[config.mk]
export PLATFORM = sky130hd
export DESIGN_NAME = vector_sequencer_flat
export DESIGN_NICKNAME = d
export VERILOG_FILES = /design/src/rtl/vector_sequencer_if.sv /design/src/rtl/vector_sequencer.sv /design/src/flat_wrapper.sv
export SDC_FILE = /design/constraint.sdc
export NUM_CORES = 1
export LEC_CHECK = 0
export BUFFER_PORTS_ARGS = -buffer_cell sky130_fd_sc_hd__buf_2
export CAP_MARGIN = 20
export CORE_UTILIZATION = 49
export CTS_CLUSTER_DIAMETER = 200
export DETAILED_ROUTE_END_ITERATION = 6
export GPL_TIMING_DRIVEN = 1
export PLACE_DENSITY = 0.87
export SETUP_SLACK_MARGIN = 0.15
export SLEW_MARGIN = 10
export SYNTH_ARGS = -nofsm -noshare
export SYNTH_HDL_FRONTEND = slang
export SYNTH_SLANG_ARGS = --single-unit
[constraint.sdc]
create_clock -name clk -period 3.85 [get_ports clk]
set_input_delay 0.1925 -clock clk [delete_from_list [all_inputs] [get_ports clk]]
set_output_delay 0.1925 -clock clk [all_outputs]
set_load 0.01 [all_outputs]
[src/rtl/vector_sequencer_if.sv]
// Bundle of command, line-generator and DAC signals for vector_sequencer.
// Build option: none. The VSEQ_DWELL_EN macro affects only vector_sequencer.
//
// Port summary (all signals bundled; clk/reset stay module ports):
//   command  : cmd_valid, cmd_ready, cmd_jump, cmd_x, cmd_y, cmd_z
//   line gen : line_start, line_x0/y0/x1/y1, line_pt_valid, line_px/py,
//              line_last, line_next
//   DAC      : dac_value, dac_channel, dac_strobe, dac_ready
//   status   : blank, busy
//
// Modports:
//   master : the sequencer. Accepts commands and drives the line-generator
//            and DAC control signals.
//   slave  : the surroundings (display-list fetcher, line generator, DAC).
interface vector_sequencer_if #(
   parameter int unsigned COORD_W = 12,
   parameter int unsigned Z_W     = 8
);
   logic               cmd_valid;
   logic               cmd_ready;
   logic               cmd_jump;
   logic [COORD_W-1:0] cmd_x;
   logic [COORD_W-1:0] cmd_y;
   logic [Z_W-1:0]     cmd_z;

   logic               line_start;
   logic [COORD_W-1:0] line_x0;
   logic [COORD_W-1:0] line_y0;
   logic [COORD_W-1:0] line_x1;
   logic [COORD_W-1:0] line_y1;
   logic               line_pt_valid;
   logic [COORD_W-1:0] line_px;
   logic [COORD_W-1:0] line_py;
   logic               line_last;
   logic               line_next;

   logic [COORD_W-1:0] dac_value;
   logic [1:0]         dac_channel;
   logic               dac_strobe;
   logic               dac_ready;

   logic               blank;
   logic               busy;

   modport master (
      input  cmd_valid, cmd_jump, cmd_x, cmd_y, cmd_z,
      output cmd_ready,
      output line_start, line_x0, line_y0, line_x1, line_y1, line_next,
      input  line_pt_valid, line_px, line_py, line_last,
      output dac_value, dac_channel, dac_strobe,
      input  dac_ready,
      output blank, busy
   );

   modport slave (
      output cmd_valid, cmd_jump, cmd_x, cmd_y, cmd_z,
      input  cmd_ready,
      input  line_start, line_x0, line_y0, line_x1, line_y1, line_next,
      output line_pt_valid, line_px, line_py, line_last,
      input  dac_value, dac_channel, dac_strobe,
      output dac_ready,
      input  blank, busy
   );
endinterface

[src/rtl/vector_sequencer.sv]
// Vector display command sequencer. Takes jump/draw commands and steps the beam
// through the line generator and the X/Y/Z DAC, handling blanking, post-jump
// settle, intensity writes and zero-length draws.
//
// Build option: define VSEQ_DWELL_EN to add a beam-on dwell of DWELL_CYCLES
// clocks at the end of every draw. Without it, draws finish straight to IDLE.
//
// Ports:
//   clk    : clock
//   reset  : asynchronous, active-high
//   bus    : vector_sequencer_if.master (command in, line gen, DAC, status)
//
// dac_strobe, line_start and line_next are decoded from state and dac_ready so
// a strobe never fires while the DAC is busy and the line generator advances on
// the same edge the sequencer leaves LY. All other outputs are registered.
module vector_sequencer #(
   parameter int unsigned COORD_W       = 12,
   parameter int unsigned Z_W           = 8,
   parameter int unsigned SETTLE_CYCLES = 64,
   parameter int unsigned DWELL_CYCLES  = 16
) (
   input  logic                clk,
   input  logic                reset,
   vector_sequencer_if.master  bus
);

   localparam int unsigned CNT_MAX = (SETTLE_CYCLES > DWELL_CYCLES) ? SETTLE_CYCLES : DWELL_CYCLES;
   localparam int unsigned CNT_W   = (CNT_MAX < 2) ? 1 : $clog2(CNT_MAX);
   localparam int unsigned PAD_W   = COORD_W - Z_W;

   typedef enum logic [3:0] {
      IDLE, JX, JY, SETTLE, DZ, LWAIT, LX, LY
`ifdef VSEQ_DWELL_EN
      , DWELL
`endif
   } state_t;

`ifdef VSEQ_DWELL_EN
   localparam state_t DRAW_END = (DWELL_CYCLES == 0) ? IDLE : DWELL;
`else
   localparam state_t DRAW_END = IDLE;
`endif

   state_t             state, state_nxt;
   logic [COORD_W-1:0] tgt_x, tgt_y, cur_x, cur_y, pt_y;
   logic               pt_last;
   logic [CNT_W-1:0]   cnt;
   logic [COORD_W-1:0] dac_value_q, x0_q, y0_q, x1_q, y1_q;
   logic [1:0]         dac_channel_q;
   logic               blank_q, cmd_ready_q, busy_q;
   logic               zero_len, beam_on_nxt;
   logic               dac_strobe_c, line_start_c, line_next_c;

   assign zero_len = (tgt_x == cur_x) && (tgt_y == cur_y);

   // State register
   always_ff @(posedge clk or posedge reset) begin
      if (reset) state <= IDLE;
      else       state <= state_nxt;
   end

   // Next-state logic
   always_comb begin
      state_nxt = state;
      case (state)
         IDLE:    if (bus.cmd_valid) state_nxt = bus.cmd_jump ? JX : DZ;
         JX:      if (bus.dac_ready) state_nxt = JY;
         JY:      if (bus.dac_ready) state_nxt = (SETTLE_CYCLES == 0) ? IDLE : SETTLE;
         SETTLE:  if (cnt == '0) state_nxt = IDLE;
         DZ:      if (bus.dac_ready) state_nxt = zero_len ? DRAW_END : LWAIT;
         LWAIT:   if (bus.line_pt_valid) state_nxt = LX;
         LX:      if (bus.dac_ready) state_nxt = LY;
         LY:      if (bus.dac_ready) state_nxt = pt_last ? DRAW_END : LWAIT;
`ifdef VSEQ_DWELL_EN
         DWELL:   if (cnt == '0) state_nxt = IDLE;
`endif
         default: state_nxt = IDLE;
      endcase
   end

   // Output decode: handshake pulses and the beam state for the next cycle
   always_comb begin
      dac_strobe_c = 1'b0;
      line_start_c = 1'b0;
      line_next_c  = 1'b0;
      beam_on_nxt  = 1'b0;
      case (state)
         JX, JY, LX: dac_strobe_c = bus.dac_ready;
         DZ: begin
            dac_strobe_c = bus.dac_ready;
            line_start_c = bus.dac_ready && !zero_len;
         end
         LY: begin
            dac_strobe_c = bus.dac_ready;
            line_next_c  = bus.dac_ready;
         end
         default: ;
      endcase
      case (state_nxt)
         LWAIT, LX, LY: beam_on_nxt = 1'b1;
`ifdef VSEQ_DWELL_EN
         DWELL:         beam_on_nxt = 1'b1;
`endif
         default:       beam_on_nxt = 1'b0;
      endcase
   end

   // Datapath and registered outputs. Each DAC word is loaded on the edge that
   // enters its write state, so it is stable for the whole write.
   always_ff @(posedge clk or posedge reset) begin
      if (reset) begin
         tgt_x         <= '0;
         tgt_y         <= '0;
         cur_x         <= '0;
         cur_y         <= '0;
         pt_y          <= '0;
         pt_last       <= 1'b0;
         cnt           <= '0;
         dac_value_q   <= '0;
         dac_channel_q <= 2'd0;
         x0_q          <= '0;
         y0_q          <= '0;
         x1_q          <= '0;
         y1_q          <= '0;
         blank_q       <= 1'b1;
         cmd_ready_q   <= 1'b1;
         busy_q        <= 1'b0;
      end else begin
         blank_q     <= !beam_on_nxt;
         cmd_ready_q <= (state_nxt == IDLE);
         busy_q      <= (state_nxt != IDLE);

         // Wait counter: preloaded outside the wait states, counts down inside
         case (state)
            SETTLE: cnt <= cnt - CNT_W'(1);
`ifdef VSEQ_DWELL_EN
            DWELL:  cnt <= cnt - CNT_W'(1);
            default: cnt <= (state_nxt == DWELL) ? CNT_W'(DWELL_CYCLES - 1) : CNT_W'(SETTLE_CYCLES - 1);
`else
            default: cnt <= CNT_W'(SETTLE_CYCLES - 1);
`endif
         endcase

         case (state)
            IDLE: if (bus.cmd_valid) begin
               tgt_x <= bus.cmd_x;
               tgt_y <= bus.cmd_y;
               if (bus.cmd_jump) begin
                  dac_value_q   <= bus.cmd_x;
                  dac_channel_q <= 2'd0;
               end else begin
                  dac_value_q   <= COORD_W'(bus.cmd_z) << PAD_W;
                  dac_channel_q <= 2'd2;
                  x0_q          <= cur_x;
                  y0_q          <= cur_y;
                  x1_q          <= bus.cmd_x;
                  y1_q          <= bus.cmd_y;
               end
            end
            JX: if (bus.dac_ready) begin
               dac_value_q   <= tgt_y;
               dac_channel_q <= 2'd1;
            end
            JY: if (bus.dac_ready) begin
               cur_x <= tgt_x;
               cur_y <= tgt_y;
            end
            LWAIT: if (bus.line_pt_valid) begin
               dac_value_q   <= bus.line_px;
               dac_channel_q <= 2'd0;
               pt_y          <= bus.line_py;
               pt_last       <= bus.line_last;
            end
            LX: if (bus.dac_ready) begin
               dac_value_q   <= pt_y;
               dac_channel_q <= 2'd1;
            end
            LY: if (bus.dac_ready && pt_last) begin
               cur_x <= tgt_x;
               cur_y <= tgt_y;
            end
            default: ;
         endcase
      end
   end

   assign bus.cmd_ready   = cmd_ready_q;
   assign bus.busy        = busy_q;
   assign bus.blank       = blank_q;
   assign bus.dac_value   = dac_value_q;
   assign bus.dac_channel = dac_channel_q;
   assign bus.dac_strobe  = dac_strobe_c;
   assign bus.line_start  = line_start_c;
   assign bus.line_next   = line_next_c;
   assign bus.line_x0     = x0_q;
   assign bus.line_y0     = y0_q;
   assign bus.line_x1     = x1_q;
   assign bus.line_y1     = y1_q;

endmodule

[src/flat_wrapper.sv]
// flat-port wrapper written by rule: the top's interface ports become plain ports
module vector_sequencer_flat 
#(
   parameter int unsigned COORD_W       = 12,
   parameter int unsigned Z_W           = 8,
   parameter int unsigned SETTLE_CYCLES = 64,
   parameter int unsigned DWELL_CYCLES  = 16
)
  (clk, reset, bus_cmd_valid, bus_cmd_jump, bus_cmd_x, bus_cmd_y, bus_cmd_z, bus_cmd_ready, bus_line_start, bus_line_x0, bus_line_y0, bus_line_x1, bus_line_y1, bus_line_next, bus_line_pt_valid, bus_line_px, bus_line_py, bus_line_last, bus_dac_value, bus_dac_channel, bus_dac_strobe, bus_dac_ready, bus_blank, bus_busy);
  vector_sequencer_if #(.COORD_W(COORD_W), .Z_W(Z_W)) bus_i ();
  input  logic clk;
  input  logic reset;
  input wire logic [$bits(bus_i.cmd_valid)-1:0] bus_cmd_valid;
  input wire logic [$bits(bus_i.cmd_jump)-1:0] bus_cmd_jump;
  input wire logic [$bits(bus_i.cmd_x)-1:0] bus_cmd_x;
  input wire logic [$bits(bus_i.cmd_y)-1:0] bus_cmd_y;
  input wire logic [$bits(bus_i.cmd_z)-1:0] bus_cmd_z;
  output wire logic [$bits(bus_i.cmd_ready)-1:0] bus_cmd_ready;
  output wire logic [$bits(bus_i.line_start)-1:0] bus_line_start;
  output wire logic [$bits(bus_i.line_x0)-1:0] bus_line_x0;
  output wire logic [$bits(bus_i.line_y0)-1:0] bus_line_y0;
  output wire logic [$bits(bus_i.line_x1)-1:0] bus_line_x1;
  output wire logic [$bits(bus_i.line_y1)-1:0] bus_line_y1;
  output wire logic [$bits(bus_i.line_next)-1:0] bus_line_next;
  input wire logic [$bits(bus_i.line_pt_valid)-1:0] bus_line_pt_valid;
  input wire logic [$bits(bus_i.line_px)-1:0] bus_line_px;
  input wire logic [$bits(bus_i.line_py)-1:0] bus_line_py;
  input wire logic [$bits(bus_i.line_last)-1:0] bus_line_last;
  output wire logic [$bits(bus_i.dac_value)-1:0] bus_dac_value;
  output wire logic [$bits(bus_i.dac_channel)-1:0] bus_dac_channel;
  output wire logic [$bits(bus_i.dac_strobe)-1:0] bus_dac_strobe;
  input wire logic [$bits(bus_i.dac_ready)-1:0] bus_dac_ready;
  output wire logic [$bits(bus_i.blank)-1:0] bus_blank;
  output wire logic [$bits(bus_i.busy)-1:0] bus_busy;
  assign bus_i.cmd_valid = bus_cmd_valid;
  assign bus_i.cmd_jump = bus_cmd_jump;
  assign bus_i.cmd_x = bus_cmd_x;
  assign bus_i.cmd_y = bus_cmd_y;
  assign bus_i.cmd_z = bus_cmd_z;
  assign bus_cmd_ready = bus_i.cmd_ready;
  assign bus_line_start = bus_i.line_start;
  assign bus_line_x0 = bus_i.line_x0;
  assign bus_line_y0 = bus_i.line_y0;
  assign bus_line_x1 = bus_i.line_x1;
  assign bus_line_y1 = bus_i.line_y1;
  assign bus_line_next = bus_i.line_next;
  assign bus_i.line_pt_valid = bus_line_pt_valid;
  assign bus_i.line_px = bus_line_px;
  assign bus_i.line_py = bus_line_py;
  assign bus_i.line_last = bus_line_last;
  assign bus_dac_value = bus_i.dac_value;
  assign bus_dac_channel = bus_i.dac_channel;
  assign bus_dac_strobe = bus_i.dac_strobe;
  assign bus_i.dac_ready = bus_dac_ready;
  assign bus_blank = bus_i.blank;
  assign bus_busy = bus_i.busy;
  vector_sequencer #(.COORD_W(COORD_W), .Z_W(Z_W), .SETTLE_CYCLES(SETTLE_CYCLES), .DWELL_CYCLES(DWELL_CYCLES)) u_core (.clk(clk), .reset(reset), .bus(bus_i));
endmodule
# Word-level counts from Yosys, hierarchy flattened
# Index checks and enable logic that the tools add are counted.
[classes]
muxes = 33
bitwise = 1
n_reduce_logical = 21
n_eq_ne = 19
n_addsub = 1
[op_table]
columns = ["op", "count"]
rows = [
  ["$mux 12", 8],
  ["$pmux 12 s2", 2],
  ["$pmux 12 s4", 1],
  ["$mux 4", 8],
  ["$pmux 4 s8", 1],
  ["$eq 4x3->1 const B", 7],
  ["$eq 12x12->1", 2],
  ["$ne 2x2->1 const B", 5],
  ["$mux 3", 3],
  ["$eq 4x2->1 const B", 2],
  ["$logic_not 4->1", 2],
  ["$mux 2", 4],
  ["$reduce_bool 4->1", 2],
  ["$logic_not 6->1", 1],
  ["$mux 6", 1],
  ["$pmux 2 s3", 1],
  ["$reduce_and 3->1", 2],
  ["$sub 6x1->6 const B", 1],
  ["$reduce_and 5->1", 1],
  ["$reduce_or 5->1", 1],
  ["$eq 4x1->1 const B", 1],
  ["$mux 1", 4],
  ["$ne 2x1->1 const B", 2],
  ["$reduce_and 2->1", 2],
  ["other kinds (8)", 11],
]
[totals]
in_bits = 63
wordCells = 92
out_inout_bits = 68
register_bits = 136

# Logic depth before layout (Yosys ltp)
[depth]
word_depth = 9
depth_mapped = 8
ltp_nobuf = 7

# Least setup slack after synthesis
# No wires, ideal clock.
[synth_path]
path_type = "reg-to-reg"
startpoint = "register u_core.state[2]"
endpoint = "register u_core.dac_value_q[0] (netlist: u_core.bus.dac_value[0])"
stages_incl_launch_ff = 7
n_path_buf = 2
t_required_ns = 3.714
synth_period_minus_slack_ns = 1.885
setup_slack_ns = 1.965
arrival_time_ns = 1.749
setup_ns = 0.136
cell_sequence = "dfrtp_1 buf_4 and4bb_4 or2_4 a221oi_4 buf_2 a31oi_1"
[synth_via]
elab_chain_len = 3
word_cells_on_any_way = 11
cone_classes = "eq/ne: 7; mux: 1; reduce/logical: 3"
[synth_rtl]
columns = ["element", "line_no", "rtl"]
rows = [
  ["from (decl)", "vector_sequencer.sv:44", "state_t state, state_nxt;"],
  ["from (signal assigned)", "vector_sequencer.sv:59", "else state <= state_nxt;"],
  ["$eq 4x3->1 (tied with other cells)", "vector_sequencer.sv:144", "case (state)"],
  ["$reduce_bool 4->1 (no source line) / $ne 2x2->1 (equally long branches)", "-", ""],
  ["$reduce_and 5->1 (no source line)", "-", ""],
  ["to (signal assigned)", "vector_sequencer.sv:149", "dac_value_q <= bus.cmd_x;"],
  ["to (signal assigned)", "vector_sequencer.sv:152", "dac_value_q <= COORD_W'(bus.cmd_z) << PAD_W;"],
  ["to (signal assigned)", "vector_sequencer.sv:161", "dac_value_q <= tgt_y;"],
  ["to (decl)", "vector_sequencer.sv:48", "logic [COORD_W-1:0] dac_value_q, x0_q, y0_q, x1_q, y1_q;"],
]
# Parallel ways exist; a longest one is shown, timed or not.
# A chain may end at the register's enable or synchronous reset.

# Final worst setup path
[layout_path]
startpoint = "register u_core.state[0]"
endpoint = "register u_core.dac_value_q[2] (netlist: u_core.bus.dac_value[2])"
# The elaborated chain is that of the path after synthesis.

==> impl_metrics.py <==
metrics = {
    "critical_path": {
        "critical_path.cell_chain": "nor4b_4 > nor3_2 > a221oi_4 > a31oi_1",
        "path_class": "reg2reg",
        "slowest_delay_ps": 870,
        "crit_fanout": 27,
        "cp_slowest_cell": "a221oi_4",
        "cp.arrival_ps": 3160,
        "required_ps": 4080,
        "startpoint_type": "flop",
        "critPathCaptureType": "flop",
    },
    "global_route": {
        "antenna_found_initial": 1,
        "gr-usage-met1_pct": 30.9,
        "top_usage_layer": "met2",
        "grt_overflow_total": 0,
        "grt_pass1_wl_um": 23500,
        "grt_use_met2_pct": 40.6,
        "first_global_vias": 4455,
        "met3_usage_pct": 9.13,
        "grt_usage_pct": 25.2,
        "grt_max_degree": 137,
    },
    "synth": {
        "syn_avg_cell_area_um2": 12.2,
        "syn_area_um2": 5950,
        "synthFlopType": "dfrtp_1",
        "synth_top_area_share_pct": 56.4,
        "synth_edf_count": 0,
        "yosysUniqueCellTypes": 48,
        "synthTopCellsByCount": "dfrtp_1, mux2_2, nand2_1, xnor2_1, nor2_1",
        "synth_area_leader_cell": "dfrtp_1",
        "synth_cells": 486,
        "yosys-top-cells-area": "dfrtp_1, mux2_2, nand2_1",
        "ys_seq_elements": 136,
        "synth.net_count": 550,
        "synthMostInstantiatedCell": "dfrtp_1",
        "yosysSeqAreaShare_pct": 57.2,
        "yosysWarnings": 0,
        "async_reset_ff_share_pct": 100,
    },
    "cts": {
        "cts_tree": "done",
        "cts_root_buffer": "clkbuf_16",
        "htreeDepth": 4,
        "cts_resized": 0,
        "clk_pin_slew_ps": 50,
        "cts_sinks": 136,
        "numCtsBuffers": 17,
        "cts.path.max_buffers": 2,
        "worstSkewPairLatency_ps": 410,
    },
    "sta": {
        "finalSetupViolations": 0,
        "slew_violations": 0,
        "rsz0062_at_grt": "false",
        "skew_ps": 4.71,
        "slew_headroom_pct": 36.8,
        "tightest_slew_ps": 947,
        "hold_slack_ps": -58.6,
        "tns_ps": 0,
        "fin_crit_ps": 2920,
        "hold_violations": 33,
        "timing.final.crit_share_pct": 75.9,
        "layout_setup_ws_ps": 926,
        "clock.fmax_mhz": 342,
    },
    "route": {
        "vias_per_cell": 5.70,
        "drt_wl_total_um": 14900,
        "drt_iter0_drc": 349,
        "first_pass_iters": 7,
        "drc": 8,
        "num_vias": 4414,
        "wire_per_inst_um": 19.2,
        "final_antenna_net_count": 0,
    },
    "placement": {
        "post-place-cells": 738,
        "pre_cts_ws_ps": 993,
        "dp_hpwl_um": 10500,
        "gp_congestion": 0.923,
        "io_buffers": 130,
    },
    "outcome": {
        "violations": "design-rule violations, negative hold slack",
        "status": "finished with violations",
    },
    "power_and_ir_drop": {
        "power.density_nw_per_um2": 771,
        "max-vdd-ir-drop_uv": 442,
        "p_total_uw": 5660,
        "p_leak_uw": 0.00356,
    },
    "final_layout": {
        "syn_to_final_growth_pct": 23.3,
        "stdcell_count": 775,
        "regArea_um2": 3410,
        "multi_input_area_um2": 2390,
        "n_antenna_cell": 0,
        "drive_above_1_share_pct": 42.7,
        "fin_nets": 684,
        "fill_cells": 887,
    },
    "die": {
        "io_pins": 131,
        "die_h_um": 112,
        "rows": 39,
        "start_util_pct": 51.2,
        "die_w_um": 112,
        "core_um2": 11600,
        "die_area_um2": 12600,
    },
    "worst_hold_path": {
        "min_path_type": "in2async",
    },
    "job": {
        "maxCapViolCount": 0,
    },
}
-- power breakdown --
part	switching [µW]	internal [µW]
clock	579	977
combinational	781	824
sequential	497	2000
-- final timing paths --
path	start	depth (start not counted)	endpoint	slack, ps
hold / removal	reset	3	u_core.bus.line_y0[4]$_DFFE_PP0P_	-60
setup reg to reg	u_core.state[0]$_DFF_PP0_	4	u_core.bus.dac_value[2]$_DFFE_PP0P_	930
min in group clk	bus_line_py[6]	2	u_core.pt_y[6]$_DFFE_PP0P_	20
setup / recovery	u_core.state[0]$_DFF_PP0_	4	u_core.bus.dac_value[2]$_DFFE_PP0P_	930
max in group asynchronous	reset	3	u_core.tgt_x[10]$_DFFE_PP0P_	3330
hold reg to reg	u_core.cnt[0]$_DFF_PP0_	1	u_core.cnt[0]$_DFF_PP0_	450
-- stage by stage --
stage | instance area, µm² | utilization, %
6_report | 7330 | 63.2
5_1_grt | 7330 | 63.2
3_5_place_dp | 6710 | 57.8
3_3_place_gp | 6710 | 57.8
2_1_floorplan | 5950 | -
4_1_cts | 7330 | 63.2
-- state kept, by name (all words and copies together) (netlist names), 2 cells and up --
signal and flops:
u_core.cur_y 12, u_core.cnt 6, u_core.tgt_x 12, u_core.bus.dac_value 12, u_core.bus.line_y0 12, u_core.cur_x 12, u_core.bus.line_x1 12, u_core.tgt_y 12
u_core.bus.dac_channel 2, u_core.pt_y 12, u_core.bus.line_y1 12, u_core.state 4, u_core.bus.line_x0 12
-- cell type report --
| cell class | instances | area share, % |
|---|---|---|
| Clock buffer | 22 | 6.33 |
| Clock inverter | 9 | 1.36 |
| Inverter | 7 | 0.409 |
| Multi-Input combinational cell | 316 | 32.5 |
| Sequential cell | 136 | 46.4 |
| Tap cell | 143 | 2.44 |
| Timing Repair Buffer | 142 | 10.5 |
-- placed cells by master (no fill, tap or decap), types with 2 or more instances in the layout --
master         netlist  routed
a21oi_1              6       6
a222oi_1            12      12
a31oi_1             12      12
and3_1               2       2
buf_2                9     130
buf_4                5       5
bufinv_16            0       2
clkbuf_1            11       3
clkbuf_16            0      17
clkbuf_8             0       2
clkinv_2             0       5
clkinvlp_4           0       3
dfrtp_1            134     134
dfstp_2              2       2
dlygate4sd3_1        0       6
inv_1                7       6
mux2_1               2       2
mux2_2              91      91
nand2_1             91      91
nand3_1              7       7
nand4_1              7       7
nor2_1              22      22
nor2b_1              2       2
nor3_1               2       2
nor3b_1              2       2
nor4_1               2       2
o21ai_0              4       4
xnor2_1             27      27
xor2_1               2       2
-- what timing repair did --
action,4_1_cts,5_1_grt
setup buffers,0,0
hold buffers,6,0
hold endpoints to repair,6,0
-- critical path: cells and delay by family (launching register included) --
family	cells	cell delay (ps)
AO/OA/AOI/OAI	2	1070
AND/OR/NAND/NOR	2	1050
flip-flops	1	630
-- layer usage --
layer	routed length [µm]	share of wire, %
met1	6000	40
met2	7280	49
met3	1270	8.5
met4	303	2.0
met5	10	0.067
-- cells by family (layout without fill, tap and decap cells) --
| family | Yosys count | after routing | share of synthesized area (%) |
|---|---|---|---|
| AOI/OAI and AO/OA | 45 | 45 | 6.44 |
| xor gates and xnor gates | 29 | 29 | 4.27 |
| adders and majority gates | 1 | 1 | 0.210 |
| buffers and inverters | 34 | 180 | 2.78 |
| DFF | 136 | 136 | 57.2 |
| muxes | 93 | 93 | 17.6 |
| other | 1 | 1 | 0.0630 |
| and+or+nand+nor | 147 | 147 | 11.4 |
No activity file was read; power rests on OpenSTA's default activity.
